**src/rtl/window_extrema_pkg.sv**
```systemverilog
// Shared types for the windowed extrema tracker.
// Pure declarations: no latency, no flow control.
package window_extrema_pkg;

    typedef enum logic {
        ST_FILL = 1'b0,
        ST_HOLD = 1'b1
    } state_e;

    // Width able to hold a sample count of 0..n inclusive.
    function automatic int cnt_width(input int n);
        return $clog2(n + 1);
    endfunction

endpackage

```
**src/rtl/extrema_cmp.sv**
```systemverilog
// Combinational magnitude compare of a against b, signed or unsigned by parameter.
// Zero latency; no flow control.
module extrema_cmp #(
    parameter int W      = 32,
    parameter int SIGNED = 0
) (
    input  logic [W-1:0] a,
    input  logic [W-1:0] b,
    output logic         gt,
    output logic         lt
);

    generate
        if (SIGNED != 0) begin : g_signed
            assign gt = $signed(a) > $signed(b);
            assign lt = $signed(a) < $signed(b);
        end else begin : g_unsigned
            assign gt = a > b;
            assign lt = a < b;
        end
    endgenerate

endmodule

```
**src/rtl/window_extrema.sv**
```systemverilog
// Running max/min (with first-occurrence index) over a window of N accepted samples.
// Outputs registered, 1-cycle latency; no backpressure, en is ignored once the window is full.
module window_extrema
    import window_extrema_pkg::*;
#(
    parameter int W      = 32,
    parameter int N      = 100,
    parameter int SIGNED = 0,
    localparam int CW    = cnt_width(N)
) (
    input  logic          clk,
    input  logic          rst,
    input  logic          start,
    input  logic          en,
    input  logic [W-1:0]  X,
    output logic [W-1:0]  max_o,
    output logic [W-1:0]  min_o,
    output logic [CW-1:0] max_idx,
    output logic [CW-1:0] min_idx,
    output logic [CW-1:0] cnt,
    output logic          busy,
    output logic          done
);

    state_e        state_q, state_d;
    logic [W-1:0]  max_q, max_d;
    logic [W-1:0]  min_q, min_d;
    logic [CW-1:0] max_idx_q, max_idx_d;
    logic [CW-1:0] min_idx_q, min_idx_d;
    logic [CW-1:0] cnt_q, cnt_d;
    logic          done_q, done_d;

    logic [CW-1:0] base_cnt;
    logic [CW-1:0] cnt_inc;
    logic          accept;
    logic          first;
    logic          last;
    logic          x_gt_max;
    logic          x_lt_min;
    logic          unused_max_lt;
    logic          unused_min_gt;

    extrema_cmp #(.W(W), .SIGNED(SIGNED)) u_cmp_max (
        .a  (X),
        .b  (max_q),
        .gt (x_gt_max),
        .lt (unused_max_lt)
    );

    extrema_cmp #(.W(W), .SIGNED(SIGNED)) u_cmp_min (
        .a  (X),
        .b  (min_q),
        .gt (unused_min_gt),
        .lt (x_lt_min)
    );

    // A start in the same cycle makes this sample index 0 of a fresh window.
    always_comb begin
        base_cnt = start ? '0 : cnt_q;
        cnt_inc  = base_cnt + CW'(1);
        accept   = en && (start || (state_q == ST_FILL));
        first    = (base_cnt == '0);
        last     = (cnt_inc == CW'(N));
    end

    always_comb begin
        state_d   = state_q;
        cnt_d     = cnt_q;
        max_d     = max_q;
        min_d     = min_q;
        max_idx_d = max_idx_q;
        min_idx_d = min_idx_q;
        done_d    = 1'b0;

        if (start) begin
            state_d = ST_FILL;
            cnt_d   = '0;
        end

        if (accept) begin
            cnt_d = cnt_inc;
            // First sample overwrites stale results; later ones use strict compare.
            if (first || x_gt_max) begin
                max_d     = X;
                max_idx_d = base_cnt;
            end
            if (first || x_lt_min) begin
                min_d     = X;
                min_idx_d = base_cnt;
            end
            if (last) begin
                state_d = ST_HOLD;
                done_d  = 1'b1;
            end
        end
    end

    always_ff @(posedge clk) begin
        if (rst) begin
            state_q   <= ST_FILL;
            cnt_q     <= '0;
            max_q     <= '0;
            min_q     <= '0;
            max_idx_q <= '0;
            min_idx_q <= '0;
            done_q    <= 1'b0;
        end else begin
            state_q   <= state_d;
            cnt_q     <= cnt_d;
            max_q     <= max_d;
            min_q     <= min_d;
            max_idx_q <= max_idx_d;
            min_idx_q <= min_idx_d;
            done_q    <= done_d;
        end
    end

    assign max_o   = max_q;
    assign min_o   = min_q;
    assign max_idx = max_idx_q;
    assign min_idx = min_idx_q;
    assign cnt     = cnt_q;
    assign busy    = (state_q == ST_FILL);
    assign done    = done_q;

endmodule

```
**config.mk**
```make
export PLATFORM = sky130hd
export DESIGN_NAME = window_extrema
export DESIGN_NICKNAME = d
export VERILOG_FILES = /design/src/rtl/window_extrema_pkg.sv /design/src/rtl/extrema_cmp.sv /design/src/rtl/window_extrema.sv
export SDC_FILE = /design/constraint.sdc
export NUM_CORES = 1
export LEC_CHECK = 0
export CAP_MARGIN = 20
export CORE_MARGIN = 4
export CORE_UTILIZATION = 40
export CTS_CLUSTER_DIAMETER = 80
export CTS_CLUSTER_SIZE = 14
export DETAILED_ROUTE_END_ITERATION = 10
export PLACE_DENSITY_LB_ADDON = 0.12
export SETUP_SLACK_MARGIN = 0.3
export SLEW_MARGIN = 10
export SYNTH_ARGS = -nofsm -noshare
export SYNTH_HDL_FRONTEND = slang
export SYNTH_SLANG_ARGS = --single-unit
```
**constraint.sdc**
```tcl
create_clock -name clk -period 3.07 [get_ports clk]
set_input_delay 0.7675 -clock clk [delete_from_list [all_inputs] [get_ports clk]]
set_output_delay 0.7675 -clock clk [all_outputs]
set_load 0.005 [all_outputs]
```
==> PnR_summary.wiki, run 1 <==
{| class="wikitable"
! Metric !! Value
|-
| Outcome || complete, no violations
|-
| End-of-flow core utilization || 0.646
|-
| Core area || 0.0127 mm²
|-
| Post-synthesis to final-layout area growth || 57.1%
|-
| Clock Tree Buf Depth || 2
|-
| End of the worst register-to-register path || min_idx[2]
|-
| DR vias/cell || 5.11
|-
| TritonCTS Sinks || 87
|-
| Warnings, synthesis || 0
|-
| Gp weighted congestion || 0.883
|-
| Number of iterations in the first detailed-routing pass || 6
|-
| Number of remaining DRC errors || 0
|-
| Worst clock skew || 10.6 ps
|-
| RSZ-0062 raised after global routing || true
|-
| Total Routing Usage GR || 0.217
|-
| Gate Count Post-Synth || 633
|-
| Total nets after synthesis || 734
|-
| Routed Wire Length || 16.7 mm
|-
| Clock transition at the registers of the reported paths || 60 ps
|-
| Remaining number of nets flagged by the antenna check after routing || 0
|-
| Number of synthesized register bits || 87
|-
| Worst Path Class, Setup || input pin to register
|-
| Clock latency of the later-clocked register in the worst-skew pair || 350 ps
|-
| Hold_buf cts || 0
|-
| Fin nets || 918
|-
| Count of flip-flops with a built-in enable after synthesis || 0
|-
| Critical path required time || 3300 ps
|-
| Fraction of synthesized cell area taken by the top area cell type || 0.333
|-
| Worst voltage drop across the vdd grid || 0.237 mV
|-
| Synth area leader || dfxtp_1
|-
| Sequential-to-total area share from yosys stat || 0.333
|-
| Asr flop ratio synth || 0
|-
| Pin count of the biggest net entering global routing || 65
|-
| Initial Utilization || 0.411
|-
| Worst max-slew margin expressed relative to the limit || 0.645
|-
| Detailed-placement wirelength estimate || 11.2 mm
|-
| Cell at the root of the clock tree || clkbuf_16
|-
| Overall die height || 122 µm
|-
| Layout fillers || 1116
|-
| Setup-failing EPs final || 0
|-
| Total CTS buffers || 9
|-
| End point of the worst hold path || max_idx[4]
|-
| CTS tree || done
|-
| Mean cell area of the mapped netlist || 8.26 µm²
|-
| Top post-synthesis cells by area || dfxtp_1 (33%), ha_1 (16%), nand2b_1 (8.9%)
|-
| CP endpoint kind || register
|-
| Highest clock rate || 357 MHz
|-
| Origin of the worst min-delay path || max_idx[4]
|-
| Die area || 0.0150 mm²
|-
| Beginning of the worst register-to-register path || cnt[1]
|-
| Number of H-tree levels || 3
|-
| Final worst-path cycle share || 0.913
|-
| Critical path fanouts, max || 6
|-
| Overall via count from detail_route || 5071
|-
| Io pins || 123
|-
| Static power due to leakage || 3.40 nW
|-
| Most common cell after layout, fill and taps aside || clkdlybuf4s50_1
|-
| R2r setup slk || 340 ps
|-
| Flip-flop cell with the highest count after synthesis || dfxtp_1
|-
| Post-Synthesis Cell Area || 0.00523 mm²
|-
| Layout cells sized above 1 || 0.238
|-
| Setup crit start kind || input pin
|-
| Slew @ Worst Pin || 532 ps
|-
| Hold Vio Cnt, Final || 0
|-
| Worst hold slack || 480 ps
|-
| Max-cap violations || 0
|-
| Floorplan row count || 41
|-
| First-pass GRT wire length || 25.7 mm
|-
| Shortest period the worst path allows || 2800 ps
|-
| Count of input and output buffers || 122
|-
| CP Data Arrival Time || 3040 ps
|-
| Final Max Tran Viols || 0
|-
| FF-to-FF path depth || 12
|-
| Power density of the placed cells || 412 mW/mm²
|-
| Number of antenna diodes || 0
|-
| Antenna violations before repair || 0
|-
| Per-cell routed wire length || 16.8 µm
|-
| Starting DRC count in detailed routing || 239
|-
| Number of global-route vias before repair || 5160
|-
| Die span in x || 122 µm
|-
| Worst Hold Class || register to register
|-
| Hold depth || 2
|-
| Grt ovf || 0
|-
| Leading cell types in the layout, fill and taps excluded || clkdlybuf4s50_1 (89), dfxtp_1 (87), nand2b_1 (74)
|-
| Count of unique library cells instantiated by Yosys || 46
|}
==> flip-flops by register name (all words and copies together) (netlist names) <==
name	count
max_idx	7
min_idx	7
min_o	32
cnt	7
max_o	32
done	1
state_q	1
==> layer usage <==
layer	global-route usage	part of all wire
met5	0	0
met2	0.375	0.50
met3	0.0341	0.041
met1	0.271	0.44
met4	0.0819	0.024
==> worst max path at each step <==
stage          startpoint    endpoint  slack, ps  depth (start not counted)
2_1_floorplan       X[27]   max_o[21]        320                          9
3_3_place_gp         X[5]    min_o[0]       -340                          9
3_5_place_dp         X[5]    min_o[0]       -420                          9
4_1_cts             X[27]   max_o[10]        280                         11
5_1_grt             start   min_o[28]        220                         13
6_report            start  min_idx[2]        270                         13
==> critical path: stages <==
cell       delay [ps]
buf_8             110
nor2b_4           110
inv_2              50
ha_4              160
nor4b_4           130
a22o_4            250
buf_6             120
or4_4             550
a32oi_4           250
or2_4             210
buf_6             130
clkbuf_16         150
o21ai_1            50
==> synthesized netlist by cell type (2+ instances only) <==
cell / count
o21ai_0: 17
nor2b_1: 8
and4_1: 2
nor4_1: 2
nand4_1: 10
a31oi_1: 2
a211oi_1: 2
or2_2: 2
buf_4: 3
buf_2: 4
a21o_1: 3
clkbuf_1: 19
nand2b_1: 74
xnor2_1: 2
dfxtp_1: 87
o21ai_1: 73
a21oi_1: 29
nor2_1: 45
ha_1: 65
buf_6: 4
or3_1: 2
mux2i_1: 39
nand3_1: 6
inv_1: 71
nand2_1: 33
a221oi_1: 2
nor3_1: 3
or4_1: 3
xor2_1: 4
==> area by class of cell <==
class                           instances  area, µm²  share of cell area
Multi-Input combinational cell        445       3620               0.441
Timing Repair Buffer                  203       2050               0.249
Sequential cell                        87       1740               0.212
Inverter                               71        267              0.0324
Clock buffer                           10        239              0.0291
Tap cell                              172        215              0.0262
Clock inverter                          5       82.6              0.0101
==> metrics by stage <==
step / instance area (µm²) / setup WS [ps] / std cells / setup TNS [ps] / power, mW
2_1_floorplan: 5250 / 317 / 633 / 0 / 1.63
3_3_place_gp: 6990 / -343 / 947 / -24370 / 1.99
3_5_place_dp: 6990 / -424 / 947 / -28680 / 2.01
4_1_cts: 7810 / 281 / 984 / 0 / 3.32
5_1_grt: 8220 / 219 / 993 / 0 / 3.55
6_report: 8220 / 268 / 993 / 0 / 3.39
==> power by group <==
part | total [mW] | leakage, nW | switching, mW | internal, mW
Combinational | 0.935 | 2.53 | 0.434 | 0.501
Clock | 1.21 | 0.159 | 0.473 | 0.732
Sequential | 1.25 | 0.714 | 0.0490 | 1.20
Total | 3.39 | 3.40 | 0.956 | 2.43
==> what timing repair did <==
item                       in CTS  in global routing
pin swaps                      35                 62
setup buffers                  18                  7
gates resized for setup       107                 95
cloned                          4                  2
setup endpoints to repair      78                 78
==> kinds of logic after synthesis <==
logic type                 count (synthesis)  share of synthesized area
and+or+nand+nor                          196                      0.200
muxes                                     39                     0.0746
buffers and inverters                    101                     0.0813
DFF                                       87                      0.333
xor gates and xnor gates                   6                     0.0100
AOI/OAI and AO/OA                        139                      0.146
adders and majority gates                 65                      0.156
(Power assumes the default switching activity.)
==> inputs of run 2 (changes only) <==
Settings changed: REMOVE_ABC_BUFFERS set to 1.
==> run 2 against run 1 <==
Against the previous run:
- flip-flop and latch count unchanged
- register-to-register slack improved by 40 ps
- count of clock-buffer cells in the layout increased by 1
- cell count increased by 1.0%
- first-iteration DRC count increased by 28%
- worst hold slack got worse by 3.8 ps
- final area increased by 0.24%
- largest power group unchanged
- worst setup slack improved by 57 ps
==> PnR_summary.wiki, run 2 (synthesis gave the netlist of run 1 again) <==
{| class="wikitable"
! Metric !! Value
|-
| Final cell count without fillers || 1003 (was 993)
|-
| Outcome || complete, no violations (unchanged)
|-
| Final Instance Area || 0.00824 mm² (was 0.00822 mm²)
|-
| Origin of the worst min-delay path || max_idx[6] (was max_idx[4])
|-
| CP endpoint kind || register (unchanged)
|-
| End point of the worst hold path || max_idx[6] (was max_idx[4])
|-
| Number of buffers and inverters on the critical path || 4 (was 5)
|-
| FF-to-FF path depth || 11 (was 12)
|-
| Hold Vio Cnt, Final || 0 (unchanged)
|-
| Total Routing Usage GR || 0.214 (was 0.217)
|-
| Clock Tree Buf Depth || 2 (unchanged)
|-
| Floorplan row count || 41 (unchanged)
|-
| Number of remaining DRC errors || 0 (unchanged)
|-
| Most numerous cell on the critical path || buf_6 (unchanged)
|-
| Fin nets || 927 (was 918)
|-
| Number of iterations in the first detailed-routing pass || 5 (was 6)
|-
| Routed Wire Length || 16.0 mm (was 16.7 mm)
|-
| Number of H-tree levels || 3 (unchanged)
|-
| Max-cap violations || 0 (unchanged)
|-
| Core area || 0.0127 mm² (unchanged)
|-
| Power density of the placed cells || 409 mW/mm² (was 412 mW/mm²)
|-
| Worst max-slew margin expressed relative to the limit || 0.647 (was 0.645)
|-
| Number of global-route vias before repair || 5136 (was 5160)
|-
| Most common cell after layout, fill and taps aside || clkdlybuf4s50_1 (unchanged)
|-
| Overall via count from detail_route || 5075 (was 5071)
|-
| Beginning of the worst register-to-register path || max_o[27] (was cnt[1])
|-
| Post-synthesis to final-layout area growth || 57.5% (was 57.1%)
|-
| Cell Area, Placed || 0.00709 mm² (was 0.00699 mm²)
|-
| Gp weighted congestion || 0.844 (was 0.883)
|-
| Overall die height || 122 µm (unchanged)
|-
| Grt ovf || 0 (unchanged)
|-
| Clock transition at the registers of the reported paths || 60 ps (about the same)
|-
| Io pins || 123 (unchanged)
|-
| Final worst-path cycle share || 0.894 (was 0.913)
|-
| Worst Path Class, Setup || input pin to register (unchanged)
|-
| TritonCTS Sinks || 87 (unchanged)
|-
| Remaining number of nets flagged by the antenna check after routing || 0 (unchanged)
|-
| Slowest Stage Delay on Critical Path || 610 ps (was 550 ps)
|-
| Clock latency of the later-clocked register in the worst-skew pair || 350 ps (about the same)
|-
| Starting DRC count in detailed routing || 307 (was 239)
|-
| Setup_tns || 0 ps (unchanged)
|-
| Worst voltage drop across the vdd grid || 0.239 mV (was 0.237 mV)
|-
| Total CTS buffers || 9 (unchanged)
|-
| Leading cell types in the layout, fill and taps excluded || clkdlybuf4s50_1 (89), dfxtp_1 (87), o21ai_1 (74), nand2b_1 (74), inv_1 (71) (was clkdlybuf4s50_1 (89), dfxtp_1 (87), nand2b_1 (74))
|-
| Critical path required time || 3340 ps (was 3300 ps)
|-
| Cell with the largest stage delay on the worst path || or4_4 (unchanged)
|-
| Count of placed standard cells including taps || 957 (was 947)
|-
| Layout cells sized above 1 || 0.232 (was 0.238)
|-
| Worst Hold Class || register to register (unchanged)
|-
| DR vias/cell || 5.06 (was 5.11)
|-
| Die area || 0.0150 mm² (unchanged)
|-
| End of the worst register-to-register path || max_o[19] (was min_idx[2])
|-
| RSZ-0062 raised after global routing || true (unchanged)
|-
| Slew @ Worst Pin || 530 ps (was 532 ps)
|-
| Hold_buf cts || 0 (unchanged)
|-
| CTS tree || done (unchanged)
|-
| R2r setup slk || 380 ps (was 340 ps)
|-
| Shortest period the worst path allows || 2750 ps (was 2800 ps)
|-
| Cells along the critical path || buf_6 > ha_4 > nand4_1 > or4_4 > nor4b_4 > a211oi_2 > a21oi_4 > buf_6 > buf_6 > buf_16 > mux2i_2 (was buf_8 > nor2b_4 > inv_2 > ha_4 > nor4b_4 > a22o_4 > buf_6 > or4_4 > a32oi_4 > or2_4 > buf_6 > clkbuf_16 > o21ai_1)
|-
| Pin count of the biggest net entering global routing || 63 (was 65)
|-
| Hold depth || 2 (unchanged)
|-
| Worst clock skew || 9.20 ps (was 10.6 ps)
|-
| Initial Utilization || 0.411 (unchanged)
|-
| Worst hold slack || 476 ps (was 480 ps)
|-
| Antenna violations before repair || 0 (unchanged)
|-
| Critical path fanouts, max || 5 (was 6)
|-
| Count of input and output buffers || 122 (unchanged)
|-
| Setup-failing EPs final || 0 (unchanged)
|-
| Final Max Tran Viols || 0 (unchanged)
|-
| Crit-path leading delay family || simple AND/OR/NAND/NOR gates (unchanged)
|-
| Highest clock rate || 364 MHz (was 357 MHz)
|-
| Die span in x || 122 µm (unchanged)
|-
| CP Data Arrival Time || 3020 ps (was 3040 ps)
|-
| Number of antenna diodes || 0 (unchanged)
|-
| Static power due to leakage || 3.34 nW (was 3.40 nW)
|-
| Setup crit start kind || input pin (unchanged)
|-
| First-pass GRT wire length || 25.4 mm (was 25.7 mm)
|-
| Cell at the root of the clock tree || clkbuf_16 (unchanged)
|-
| Per-cell routed wire length || 15.9 µm (was 16.8 µm)
|-
| Detailed-placement wirelength estimate || 11.1 mm (was 11.2 mm)
|}
## run 2: changes by cell type in the layout (fill, tap and decap cells not counted), sizes merged, moves of 2 or more
| cell | delta |
|---|---|
| buf | +12 |
| clkdlybuf4s15 | -3 |
| dlygate4sd2 | +2 |
| dlymetal6s2s | -2 |
## run 2: how the worst max path moves through the flow
stage / to / cells after the start / slack, ps / from
CTS: max_o[25] / 13 / 300 / X[8]
finish: max_o[19] / 11 / 320 / X[25]
detailed placement: max_o[25] / 10 / -390 / X[14]
floorplan: min_idx[0] / 9 / -1160 / start
global placement: max_o[23] / 10 / -410 / X[14]
global route: max_o[19] / 11 / 250 / X[25]
## run 2: where the power goes
part           switching, mW  internal (mW)
Combinational          0.417          0.509
Clock                  0.462          0.736
Sequential            0.0500           1.20
## run 2: layout make-up
class / instances / area, µm²
Inverter: 71 / 267
Clock inverter: 5 / 81.3
Timing Repair Buffer: 212 / 2110
Sequential cell: 87 / 1740
Fill cell: 1121 / 4490
Multi-Input combinational cell: 445 / 3580
Tap cell: 172 / 215
Clock buffer: 11 / 243
## run 2: what timing repair did
item                                    4_1_cts  5_1_grt
endpoints found under the setup margin       78       78
gates resized for setup                     126       70
pin swaps                                    46       28
cloned                                        6        0
buffers inserted                             19        5
## run 2: metrics by stage
stage	power (mW)	setup slack (ps)	utilization
2_1_floorplan	1.59	-1160	-
3_3_place_gp	2.00	-409	0.557
3_5_place_dp	2.02	-393	0.557
4_1_cts	3.35	301	0.629
5_1_grt	3.54	253	0.647
6_report	3.37	325	0.647
## run 2: routing by layer
metal / wire, µm / GRT usage
met5: 0 / 0
met4: 299 / 0.0728
met2: 7850 / 0.364
met3: 706 / 0.0327
met1: 7120 / 0.276
## run 2: worst register-to-register path, stage by stage (launching register included)
cell,delay (ps)
dfxtp_1,370
inv_1,90
ha_4,270
nand4_1,170
or4_4,610
nor4b_4,280
a211oi_2,90
a21oi_4,160
buf_6,140
buf_6,120
buf_16,130
mux2i_2,200
